<file path="config.mk">
export PLATFORM = sky130hd
export DESIGN_NAME = match_controller
export DESIGN_NICKNAME = d
export VERILOG_FILES = /design/src/rtl/match_pkg.sv /design/src/rtl/match_controller_sec_tick.sv /design/src/rtl/match_controller.sv
export SDC_FILE = /design/constraint.sdc
export NUM_CORES = 1
export LEC_CHECK = 0
export BUFFER_PORTS_ARGS = -buffer_cell sky130_fd_sc_hd__clkbuf_2
export CORE_MARGIN = 2
export CORE_UTILIZATION = 32
export CTS_BUF_LIST = sky130_fd_sc_hd__clkbuf_4 sky130_fd_sc_hd__clkbuf_8
export DETAILED_ROUTE_END_ITERATION = 6
export PLACE_DENSITY = 0.59
export REMOVE_ABC_BUFFERS = 1
export SLEW_MARGIN = 10
export SYNTH_ARGS = -nofsm -noshare
export SYNTH_HDL_FRONTEND = slang
export SYNTH_SLANG_ARGS = --single-unit
</file>
<file path="constraint.sdc">
create_clock -name clk -period 3.3 [get_ports clk]
set_clock_uncertainty 0.2 [all_clocks]
set_input_delay 0 -clock clk [delete_from_list [all_inputs] [get_ports clk]]
set_output_delay 0 -clock clk [all_outputs]
set_load 0.02 [all_outputs]
</file>
<file path="src/rtl/match_pkg.sv">
// Shared definitions for the match controller: FSM state encodings,
// match_winner codes, parameter defaults and small saturating helpers.
package match_pkg;

    typedef enum logic [2:0] {
        ST_IDLE       = 3'd0,
        ST_COUNTDOWN  = 3'd1,
        ST_FIGHT      = 3'd2,
        ST_ROUND_OVER = 3'd3,
        ST_MATCH_OVER = 3'd4
    } state_e;

    localparam logic [1:0] WIN_NONE = 2'b00;
    localparam logic [1:0] WIN_P1   = 2'b01;
    localparam logic [1:0] WIN_P2   = 2'b11;

    localparam int DEF_TICK_DIV      = 100_000_000;
    localparam int DEF_COUNTDOWN_S   = 3;
    localparam int DEF_ROUNDS_TO_WIN = 2;
    localparam int DEF_KO_HOLD_S     = 2;
    localparam int DEF_ROUND_TIME_S  = 60;

    // Round-win tally increment that stops at the match target.
    function automatic logic [1:0] sat_inc_tally(input logic [1:0] v, input logic [1:0] lim);
        return (v < lim) ? (v + 2'd1) : v;
    endfunction

    // Round number increment that stops at the largest displayable round.
    function automatic logic [2:0] sat_inc_round(input logic [2:0] v);
        return (v == 3'd7) ? v : (v + 3'd1);
    endfunction

endpackage

</file>
<file path="src/rtl/match_controller_sec_tick.sv">
// One-second tick generator: counts TICK_DIV clocks and flags the last one.
// clr restarts the second so every FSM state begins on a full second.
module sec_tick #(
    parameter int TICK_DIV = 100_000_000
) (
    input  logic clk,
    input  logic reset,
    input  logic clr,
    output logic tick
);

    localparam int            CW      = (TICK_DIV > 1) ? $clog2(TICK_DIV) : 1;
    localparam logic [CW-1:0] CNT_MAX = CW'(TICK_DIV - 1);

    logic [CW-1:0] cnt_r;

    // Divider counter: cleared on reset or state entry, wraps after the tick cycle.
    always_ff @(posedge clk) begin
        if (reset) begin
            cnt_r <= {CW{1'b0}};
        end else if (clr) begin
            cnt_r <= {CW{1'b0}};
        end else if (cnt_r == CNT_MAX) begin
            cnt_r <= {CW{1'b0}};
        end else begin
            cnt_r <= cnt_r + {{(CW-1){1'b0}}, 1'b1};
        end
    end

    assign tick = (cnt_r == CNT_MAX);

endmodule

</file>
<file path="src/rtl/match_controller.sv">
// Match controller: sequences IDLE -> COUNTDOWN -> FIGHT -> ROUND_OVER ->
// MATCH_OVER for a two-player fighting game core and keeps round tallies.
// Optional round time limit: define ROUND_TIMER_EN.
module match_controller
    import match_pkg::*;
#(
    parameter int TICK_DIV      = DEF_TICK_DIV,
    parameter int COUNTDOWN_S   = DEF_COUNTDOWN_S,
    parameter int ROUNDS_TO_WIN = DEF_ROUNDS_TO_WIN,
    parameter int KO_HOLD_S     = DEF_KO_HOLD_S,
    parameter int ROUND_TIME_S  = DEF_ROUND_TIME_S
) (
    input  logic       clk,
    input  logic       reset,
    input  logic       start_btn,
    input  logic [1:0] finish,
    input  logic [3:0] p1_health,
    input  logic [3:0] p2_health,
    output logic       game_rst_l,
    output logic       freeze,
    output logic [2:0] state,
    output logic [3:0] countdown,
    output logic [1:0] p1_rounds,
    output logic [1:0] p2_rounds,
    output logic [2:0] round_num,
    output logic [1:0] match_winner,
    output logic [6:0] time_left
);

    localparam logic [3:0] CD_LOAD  = 4'(COUNTDOWN_S);
    localparam logic [1:0] R2W      = 2'(ROUNDS_TO_WIN);
    localparam int         KO_TICKS = (KO_HOLD_S < 1) ? 1 : KO_HOLD_S;
    localparam logic [7:0] KO_LAST  = 8'(KO_TICKS - 1);

    state_e     state_r, state_s;
    logic [3:0] countdown_r, countdown_s;
    logic [1:0] p1_rounds_r, p1_rounds_s;
    logic [1:0] p2_rounds_r, p2_rounds_s;
    logic [2:0] round_num_r, round_num_s;
    logic [1:0] winner_r, winner_s;
    logic [7:0] hold_r, hold_s;
    logic       game_rst_l_r, game_rst_l_s;
    logic       freeze_r, freeze_s;
    logic       start_prev_r;
    logic       start_rise_s;
    logic       tick_s;
    logic       clr_s;
    logic       replay_s;

`ifdef ROUND_TIMER_EN
    localparam logic [6:0] RT_LOAD = 7'(ROUND_TIME_S);
    logic [6:0] time_left_r, time_left_s;
    logic       draw_r, draw_s;
    assign replay_s  = draw_r;
    assign time_left = time_left_r;
`else
    logic unused_timer_s;
    assign unused_timer_s = (^{p1_health, p2_health}) ^ (ROUND_TIME_S > 0);
    assign replay_s       = 1'b0;
    assign time_left      = 7'd0;
`endif

    // Start held through reset release is not an edge: prev resets high.
    assign start_rise_s = start_btn & ~start_prev_r;
    // Restart the second on every state change.
    assign clr_s        = (state_s != state_r);

    sec_tick #(
        .TICK_DIV (TICK_DIV)
    ) u_sec_tick (
        .clk   (clk),
        .reset (reset),
        .clr   (clr_s),
        .tick  (tick_s)
    );

    // Next-state and datapath decode; every register holds unless updated.
    always_comb begin
        state_s     = state_r;
        countdown_s = countdown_r;
        p1_rounds_s = p1_rounds_r;
        p2_rounds_s = p2_rounds_r;
        round_num_s = round_num_r;
        winner_s    = winner_r;
        hold_s      = hold_r;
`ifdef ROUND_TIMER_EN
        time_left_s = time_left_r;
        draw_s      = draw_r;
`endif
        case (state_r)
            ST_IDLE: begin
                if (start_rise_s) begin
                    state_s     = ST_COUNTDOWN;
                    countdown_s = CD_LOAD;
                    p1_rounds_s = 2'd0;
                    p2_rounds_s = 2'd0;
                    round_num_s = 3'd1;
                    winner_s    = WIN_NONE;
                end else begin
                    state_s = ST_IDLE;
                end
            end
            ST_COUNTDOWN: begin
                if (tick_s) begin
                    if (countdown_r <= 4'd1) begin
                        countdown_s = 4'd0;
                        state_s     = ST_FIGHT;
`ifdef ROUND_TIMER_EN
                        time_left_s = RT_LOAD;
`endif
                    end else begin
                        countdown_s = countdown_r - 4'd1;
                    end
                end else begin
                    countdown_s = countdown_r;
                end
            end
            ST_FIGHT: begin
                // A reported KO outranks a timer expiry on the same cycle.
                if (finish[0]) begin
                    state_s = ST_ROUND_OVER;
                    hold_s  = 8'd0;
`ifdef ROUND_TIMER_EN
                    draw_s  = 1'b0;
`endif
                    if (finish[1]) begin
                        p2_rounds_s = sat_inc_tally(p2_rounds_r, R2W);
                    end else begin
                        p1_rounds_s = sat_inc_tally(p1_rounds_r, R2W);
                    end
                end
`ifdef ROUND_TIMER_EN
                else if (tick_s) begin
                    if (time_left_r <= 7'd1) begin
                        time_left_s = 7'd0;
                        state_s     = ST_ROUND_OVER;
                        hold_s      = 8'd0;
                        draw_s      = 1'b0;
                        if (p1_health > p2_health) begin
                            p1_rounds_s = sat_inc_tally(p1_rounds_r, R2W);
                        end else if (p2_health > p1_health) begin
                            p2_rounds_s = sat_inc_tally(p2_rounds_r, R2W);
                        end else begin
                            draw_s = 1'b1;
                        end
                    end else begin
                        time_left_s = time_left_r - 7'd1;
                    end
                end
`endif
                else begin
                    state_s = ST_FIGHT;
                end
            end
            ST_ROUND_OVER: begin
                if (tick_s) begin
                    if (hold_r == KO_LAST) begin
                        if ((p1_rounds_r == R2W) || (p2_rounds_r == R2W)) begin
                            state_s  = ST_MATCH_OVER;
                            winner_s = (p1_rounds_r == R2W) ? WIN_P1 : WIN_P2;
                        end else begin
                            state_s     = ST_COUNTDOWN;
                            countdown_s = CD_LOAD;
                            // A drawn round is replayed under the same number.
                            if (replay_s) begin
                                round_num_s = round_num_r;
                            end else begin
                                round_num_s = sat_inc_round(round_num_r);
                            end
                        end
                    end else begin
                        hold_s = hold_r + 8'd1;
                    end
                end else begin
                    hold_s = hold_r;
                end
            end
            ST_MATCH_OVER: begin
                if (start_rise_s) begin
                    state_s = ST_IDLE;
                end else begin
                    state_s = ST_MATCH_OVER;
                end
            end
            default: begin
                state_s = ST_IDLE;
            end
        endcase
    end

    // Game-core control levels decoded from the state being entered.
    always_comb begin
        game_rst_l_s = 1'b0;
        freeze_s     = 1'b1;
        case (state_s)
            ST_FIGHT: begin
                game_rst_l_s = 1'b1;
                freeze_s     = 1'b0;
            end
            ST_ROUND_OVER, ST_MATCH_OVER: begin
                game_rst_l_s = 1'b1;
                freeze_s     = 1'b1;
            end
            default: begin
                game_rst_l_s = 1'b0;
                freeze_s     = 1'b1;
            end
        endcase
    end

    // State and datapath registers; reset aborts everything with no tally update.
    always_ff @(posedge clk) begin
        if (reset) begin
            state_r      <= ST_IDLE;
            countdown_r  <= 4'd0;
            p1_rounds_r  <= 2'd0;
            p2_rounds_r  <= 2'd0;
            round_num_r  <= 3'd0;
            winner_r     <= WIN_NONE;
            hold_r       <= 8'd0;
            game_rst_l_r <= 1'b0;
            freeze_r     <= 1'b1;
            start_prev_r <= 1'b1;
`ifdef ROUND_TIMER_EN
            time_left_r  <= 7'd0;
            draw_r       <= 1'b0;
`endif
        end else begin
            state_r      <= state_s;
            countdown_r  <= countdown_s;
            p1_rounds_r  <= p1_rounds_s;
            p2_rounds_r  <= p2_rounds_s;
            round_num_r  <= round_num_s;
            winner_r     <= winner_s;
            hold_r       <= hold_s;
            game_rst_l_r <= game_rst_l_s;
            freeze_r     <= freeze_s;
            start_prev_r <= start_btn;
`ifdef ROUND_TIMER_EN
            time_left_r  <= time_left_s;
            draw_r       <= draw_s;
`endif
        end
    end

    assign state        = state_r;
    assign countdown    = countdown_r;
    assign p1_rounds    = p1_rounds_r;
    assign p2_rounds    = p2_rounds_r;
    assign round_num    = round_num_r;
    assign match_winner = winner_r;
    assign game_rst_l   = game_rst_l_r;
    assign freeze       = freeze_r;

endmodule

</file>
==> results.cfg, run 1 <==
[detailed_routing]
wl_um = 6200
drt-pass1-iter-count = 4
vias = 2463
drc = 0
wire_per_inst_um = 13.3
ant_nets = 0
vias_per_cell = 5.27
drtIter0Drc = 93

[floorplan]
dieArea_um2 = 9640
rows = 34
die_h_um = 98.2
start_util_pct = 32.7
core_um2 = 8680
die_w_um = 98.2
ios = 38

[hold_path]
holdCritPathClass = in2reg

[cts]
clock_path_buffers = 2
clock_latency_ns = 0.30
clkSinkCount = 54
cts_buffers = 5
cts_setup_buffers = 0
cts_hold_buffers = 2
cts-root-buf = clkbuf_8
cts_tree = yes
h-tree-depth = 2
cts_resized = 0
clk_pin_slew_worst_paths_ns = 0.10

[yosys]
syn_area_um2 = 2840
synth-edff-count = 0
yosys_warnings = 0
synth_xor_area_share_pct = 6.79
async_flop_share_pct = 0
avgSynthCellArea_um2 = 8.35
synth-simple-area-share_pct = 31.9
synth_top_family_by_area = simple AND/OR/NAND/NOR gates
synth.yosys.seq_area_share_pct = 38.1
ys_ff_latch = 54
synth_cells = 340
yosys.area_share.adder_pct = 3.97
synth-compound-area-share_pct = 12.8
synth_ff_type = dfxtp_1
synth.area.mux_share_pct = 0.705
synth_cell_types = 59

[global_route]
antenna_found_initial = 0
overflow = 0
grt_pass1_wl_um = 10600
grt_pass1_vias = 2316
grt_max_degree = 28
track_usage_pct = 12.9

[place]
numPortBuffers = 22
gp_congestion = 0.800
dp_hpwl_um = 4450
dp_slack_ns = 0.482

[layout]
final_nets = 380
nFillCells = 943
diodes = 0
post-route-util_pct = 36.2
area_growth_pct = 10.8
final_common_cell = dfxtp_1
drive_gt1_share_pct = 13.6
layout_common_cells = dfxtp_1 (54), nor2_1 (37), clkbuf_2 (22)

[timing]
hold_viol = 0
fin_ws_ns = 0.481
final.setup.tns_ns = 0
rsz0062_at_grt = false
fin_crit_ns = 2.82
drv_slew = 0
worst_pin_slew_ns = 0.567
clock.fmax_mhz = 355
slew_headroom_pct = 61.8
fin_crit_sh_pct = 85.4
setup_viol = 0

[power]
ir_drop_uv = 157
p_per_area_nw_per_um2 = 374
p_leak_nw = 1.22

[critical_path]
crit_required_ns = 3.34
cp_top_family = simple AND/OR/NAND/NOR gates
end_kind = register
startpoint_type = register
cp_common_cell = or4_1
cp_data_arrival_time_ns = 2.86
slowest_stage = or4_1
cpPeakStageDelay_ns = 0.67
crit_type = reg2reg
crit_path_max_fanout = 11
crit_chain = or4b_1 -> or4_1 -> o21a_1 -> or4_1 -> a21oi_1
critPathBufInv = 0

[status]
status = complete, no violations

[flow_run]
maxCapViolations = 0
-- final timing paths --
| kind | from | to | slack, ns | cells past startpoint |
|---|---|---|---|---|
| worst min register to register | u_sec_tick.cnt_r[0] | u_sec_tick.cnt_r[0] | 0.25 | 1 |
| worst min-delay path | reset | p1_rounds[0] | 0.02 | 2 |
| worst max register to register | u_sec_tick.cnt_r[11] | hold_r[7] | 0.48 | 5 |
| worst max-delay path | u_sec_tick.cnt_r[11] | hold_r[7] | 0.48 | 5 |
-- registers in the layout, indices dropped and copies added (netlist names) --
signal / cells
countdown: 4
freeze: 1
game_rst_l: 1
hold_r: 8
match_winner: 2
p1_rounds: 2
p2_rounds: 2
round_num: 3
start_prev_r: 1
state: 3
u_sec_tick.cnt_r: 27
-- logic make-up (layout without fill, tap and decap cells) --
| family | after synthesis | in the layout |
|---|---|---|
| compound gates | 54 | 54 |
| xor+xnor | 22 | 22 |
| fa+ha+maj | 9 | 9 |
| buf+inv | 33 | 46 |
| flops | 54 | 54 |
| mux | 2 | 2 |
| other cells | 1 | 7 |
| simple gates | 165 | 165 |
-- per-stage QoR --
step | std cells | hold slack, ns | area (µm²) | power, mW
final | 467 | 0.0154 | 3140 | 1.17
after global placement | 457 | 0.0247 | 3010 | 0.749
after detailed placement | 457 | 0.0299 | 3010 | 0.751
after global routing | 467 | 0.0325 | 3140 | 1.22
after floorplan | 323 | -0.131 | 2740 | 0.726
after CTS | 467 | 0.000804 | 3140 | 1.19
-- report_power, final --
group	internal, mW	switching (mW)	total (mW)
Clock	0.224	0.214	0.438
Combinational	0.0237	0.0476	0.0713
Sequential	0.658	0.00716	0.665
Total	0.905	0.269	1.17
-- synth_stat cells, drive strengths merged (12+ instances only) --
cell type	n	share of area, %
nand2	21	2.8
nor2	37	4.9
a21oi	12	2.1
nand3	17	3.0
clkbuf	13	1.7
nor3	14	2.5
nand4	13	2.9
xor2	19	5.9
o21ai	12	2.1
dfxtp	54	38
-- cell type report --
type,count,area [µm²],area share [%]
sequential,54,1080,34.4
clock buffer,5,68.8,2.19
inverter,10,37.5,1.19
clock inverter,3,40.0,1.27
tap,108,135,4.30
multi-input combinational,259,1620,51.6
timing repair buffer,28,160,5.10
-- routing by layer --
| layer | global-route usage, % | up-vias | routed length (µm) |
|---|---|---|---|
| met5 | 0 | - | 0 |
| met4 | 2.00 | 0 | 21 |
| met3 | 2.72 | 4 | 237 |
| met2 | 22.7 | 43 | 3030 |
| met1 | 16.7 | 1156 | 2920 |
| li1 | - | 1260 | - |
Note: power is estimated with default switching activity, not from simulation.
==> run 2, diff against run 1 <==
--- a/config.mk
+++ b/config.mk
@@ -5,7 +5,7 @@
 export SDC_FILE = /design/constraint.sdc
 export NUM_CORES = 1
 export LEC_CHECK = 0
-export BUFFER_PORTS_ARGS = -buffer_cell sky130_fd_sc_hd__clkbuf_2
+export BUFFER_PORTS_ARGS = -buffer_cell sky130_fd_sc_hd__buf_2
 export CORE_MARGIN = 2
 export CORE_UTILIZATION = 32
 export CTS_BUF_LIST = sky130_fd_sc_hd__clkbuf_4 sky130_fd_sc_hd__clkbuf_8
==> results.cfg, run 2 (synthesized netlist as in run 1, its figures left out) <==
[status]
status = complete, no violations

[cts]
cts-root-buf = clkbuf_8
h-tree-depth = 2
cts_tree = yes
clock_path_buffers = 2
cts_buffers = 5
clock_latency_ns = 0.31
clkSinkCount = 54
cts_resized = 0
clk_pin_slew_worst_paths_ns = 0.10

[power]
p_leak_nw = 1.24
ir_drop_uv = 205
total_power_mw = 1.19
p_per_area_nw_per_um2 = 376

[critical_path]
end_kind = register
r2r_slack_ns = 0.46
cp_data_arrival_time_ns = 2.89
crit_path_max_fanout = 11
crit_required_ns = 3.35
ff2ff_path_depth = 5
reg2reg_from = u_sec_tick.cnt_r[9]
crit_type = reg2reg
timing.rr.end = hold_r[7]
startpoint_type = register

[timing]
drv_slew = 0
fin_crit_sh_pct = 86.0
hold_viol = 0
fin_crit_ns = 2.84
slew_headroom_pct = 62.1
rsz0062_at_grt = false
setup_viol = 0
clock.fmax_mhz = 352
worst_pin_slew_ns = 0.563
final.setup.tns_ns = 0

[global_route]
grt_max_degree = 28
antenna_found_initial = 0
grt_pass1_vias = 2351
overflow = 0
track_usage_pct = 12.8
grt_pass1_wl_um = 10500

[floorplan]
start_util_pct = 32.7
dieArea_um2 = 9640
ios = 38
core_um2 = 8680
die_h_um = 98.2
die_w_um = 98.2
rows = 34

[place]
dp_hpwl_um = 4410
gp_congestion = 0.808
numPortBuffers = 22
place_area_um2 = 3010

[detailed_routing]
ant_nets = 0
wire_per_inst_um = 13.2
wl_um = 6200
drt-pass1-iter-count = 4
drtIter0Drc = 75
drc = 0
vias_per_cell = 5.26
vias = 2466

[layout]
post-route-util_pct = 36.5
diodes = 0
largest_reg_flops = 27
fin_area_um2 = 3170
nFillCells = 912
drive_gt1_share_pct = 13.6
final_common_cell = dfxtp_1
regMostFlops = u_sec_tick.cnt_r
area_growth_pct = 11.6
layout_common_cells = dfxtp_1 (54), nor2_1 (37), buf_2 (22)
final_nets = 382

[hold_path]
holdCritPathClass = in2reg
whs_endpoint = freeze
whs_path_depth = 4
hold_start = finish[0]

[flow_run]
maxCapViolations = 0
==> run 2: what timing repair did <==
action	in CTS	in global routing
setup buffers	0	0
endpoints found under the setup margin	0	0
endpoints found under the hold margin	12	0
hold buffers	4	0
==> run 2: cell type report <==
cell class	count	area (µm²)	share of cell area, %
tap	108	135	4.27
inverter	10	37.5	1.18
multi-input combinational	259	1620	51.1
clock inverter	2	37.5	1.18
timing repair buffer	30	180	5.69
sequential	54	1080	34.1
clock buffer	6	76.3	2.41
==> run 2: worst max-delay path by stage <==
| stage | slack (ns) | from | cells after the start | end |
|---|---|---|---|---|
| 2_1_floorplan | 0.70 | u_sec_tick.cnt_r[9] | 5 | hold_r[7] |
| 6_report | 0.46 | u_sec_tick.cnt_r[9] | 5 | hold_r[7] |
| 3_3_place_gp | 0.53 | u_sec_tick.cnt_r[9] | 5 | hold_r[7] |
| 4_1_cts | 0.45 | u_sec_tick.cnt_r[9] | 5 | hold_r[7] |
| 5_1_grt | 0.34 | u_sec_tick.cnt_r[9] | 5 | hold_r[7] |
| 3_5_place_dp | 0.49 | u_sec_tick.cnt_r[9] | 5 | hold_r[7] |
==> run 2: power by group <==
group	internal (mW)	total, mW	leakage, nW	switching (mW)
Combinational	0.0247	0.0730	0.746	0.0483
Clock	0.235	0.452	0.0548	0.218
Sequential	0.658	0.665	0.436	0.00694
==> run 2: routing by layer <==
layer	routed length, µm	share of wire [%]	GRT usage [%]
met5	0	0	0
met4	47	0.76	3.06
met3	266	4.3	2.72
met2	2950	48	22.3
met1	2940	47	16.3
==> run 2: critical path: stages (launching register included) <==
cell	delay [ns]
dfxtp_1	0.38
or4b_1	0.50
or4_1	0.67
o21a_1	0.34
or4_1	0.53
a21oi_1	0.15
==> run 2: stage by stage <==
stage | hold WS (ns) | setup WS [ns] | cells
2_1_floorplan | -0.131 | 0.701 | 323
3_3_place_gp | 0.0206 | 0.529 | 457
3_5_place_dp | 0.0260 | 0.489 | 457
4_1_cts | 0.0342 | 0.449 | 469
5_1_grt | 0.0778 | 0.340 | 469
6_report | 0.0548 | 0.460 | 469
==> run 3, diff against run 2 <==
--- a/config.mk
+++ b/config.mk
@@ -7,10 +7,10 @@
 export LEC_CHECK = 0
 export BUFFER_PORTS_ARGS = -buffer_cell sky130_fd_sc_hd__buf_2
 export CORE_MARGIN = 2
-export CORE_UTILIZATION = 32
+export CORE_UTILIZATION = 30
 export CTS_BUF_LIST = sky130_fd_sc_hd__clkbuf_4 sky130_fd_sc_hd__clkbuf_8
 export DETAILED_ROUTE_END_ITERATION = 6
-export PLACE_DENSITY = 0.59
+export PLACE_DENSITY = 0.57
 export REMOVE_ABC_BUFFERS = 1
 export SLEW_MARGIN = 10
 export SYNTH_ARGS = -nofsm -noshare
==> results.cfg, run 3 (synthesized netlist as in run 1, its figures left out) <==
[status]
status = complete, no violations

[layout]
final_nets = 383
final_common_cell = dfxtp_1
post-route-util_pct = 34.9
nFillCells = 967
finalNonFillerCells = 473
area_growth_pct = 13.1
diodes = 0
seqCellArea_um2 = 1080
largest_reg_flops = 27
layout_common_cells = dfxtp_1 (54), nor2_1 (37), buf_2 (22)
multi_input_comb_area_um2 = 1620
drive_gt1_share_pct = 13.5
regMostFlops = u_sec_tick.cnt_r

[power]
p_per_area_nw_per_um2 = 400
pwr-share-comb_pct = 5.7
p_sw_share_pct = 21.6
total_power_mw = 1.28
p_int_mw = 1.01
switching_power_mw = 0.278
power_frac_seq_pct = 51.8
pwr-share-clk_pct = 42.5
ir_drop_uv = 210
p_leak_nw = 1.26

[timing]
drv_slew = 0
fin_crit_ns = 2.87
setup_viol = 0
hold_viol = 0
slew_headroom_pct = 61.8
worst_pin_slew_ns = 0.567
clock.fmax_mhz = 348
fin_crit_sh_pct = 87.0
hold_ws_ns = 0.242
rsz0062_at_grt = false
final.setup.tns_ns = 0

[hold_path]
holdCritPathClass = in2reg

[detailed_routing]
ant_nets = 0
wl_um = 6470
drtIter0Drc = 84
wire_per_inst_um = 13.7
drt-pass1-iter-count = 4
drc = 0
vias = 2489
vias_per_cell = 5.26

[floorplan]
die_w_um = 101
dieArea_um2 = 10300
die_h_um = 101
ios = 38
core_um2 = 9200
start_util_pct = 30.9
rows = 35

[global_route]
grt_pass1_vias = 2403
track_usage_pct = 13.2
grt_pass1_wl_um = 11000
grt_max_degree = 28
overflow = 0
antenna_found_initial = 0

[critical_path]
crit_path_max_fanout = 11
cp_data_arrival_time_ns = 2.93
end_kind = register
cp_common_cell = or4_1
slowest_stage = or4_1
crit_type = reg2reg
startpoint_type = register
crit_required_ns = 3.36
crit_chain = or4b_1 -> or4_1 -> o21a_1 -> or4_1 -> a21oi_1
cp_top_family = simple AND/OR/NAND/NOR gates
cpPeakStageDelay_ns = 0.68
critPathBufInv = 0
r2r_slack_ns = 0.43

[place]
place_inst = 460
gp_congestion = 0.785
dp_hpwl_um = 4610
numPortBuffers = 22

[cts]
cts_buffers = 5
clock_latency_ns = 0.31
clk_pin_slew_worst_paths_ns = 0.10
clock_path_buffers = 2
cts_setup_buffers = 0
cts-root-buf = clkbuf_8
h-tree-depth = 2
clkSinkCount = 54
cts_tree = yes

[flow_run]
maxCapViolations = 0
==> run 3: changes by cell type in the layout (fill, tap and decap cells not counted) <==
cell and change:
bufinv_16 +1, clkbuf_4 -1, clkbuf_8 +1, clkinvlp_4 -1
dlygate4sd3_1 +1
==> run 3: worst min-delay path, delay by kind of cell <==
kind	cells	cell delay, ns
buffers and inverters	2	0.63
AND/OR/NAND/NOR	1	0.10
==> run 3: cell type report <==
class / instances / share of cell area (%)
clock buffers: 6 / 2.57
clock inverters: 2 / 1.87
inverters: 10 / 1.17
multi-input cells: 259 / 50.5
flip-flops and latches: 54 / 33.7
well taps: 111 / 4.33
repair buffers: 31 / 5.92
==> run 3: power by group through the flow <==
stage / registers (mW) / logic [mW] / clock network [mW]
finish: 0.665 / 0.0735 / 0.546
detailed placement: 0.680 / 0.0703 / 0
global route: 0.667 / 0.0832 / 0.590
CTS: 0.665 / 0.0742 / 0.562
floorplan: 0.682 / 0.0445 / 0
global placement: 0.680 / 0.0689 / 0
==> run 3: worst paths after layout <==
check | start | endpoint | cells past startpoint
worst min-delay path | start_btn | start_prev_r | 3
worst min register to register | u_sec_tick.cnt_r[0] | u_sec_tick.cnt_r[0] | 1
worst max-delay path | u_sec_tick.cnt_r[11] | hold_r[7] | 5
worst max register to register | u_sec_tick.cnt_r[11] | hold_r[7] | 5
==> run 3: through the flow <==
step           setup WS [ns]  instance area, µm²
2_1_floorplan          0.701                2740
3_3_place_gp           0.508                3020
3_5_place_dp           0.451                3020
4_1_cts                0.438                3210
5_1_grt                0.293                3210
6_report               0.430                3210
==> run 3: routing by layer <==
layer  track usage, %  up-vias  share of wire [%]
met1             16.3     1192                 46
met2             23.2       41                 50
met5                0        -                  0
met4             4.16        0               0.34
li1                 -     1252                  -
met3             2.35        4                3.6
==> run 3: repair_timing <==
item,in CTS,in global routing
endpoints found under the hold margin,13,0
hold buffers,5,0
gates resized for setup,0,0
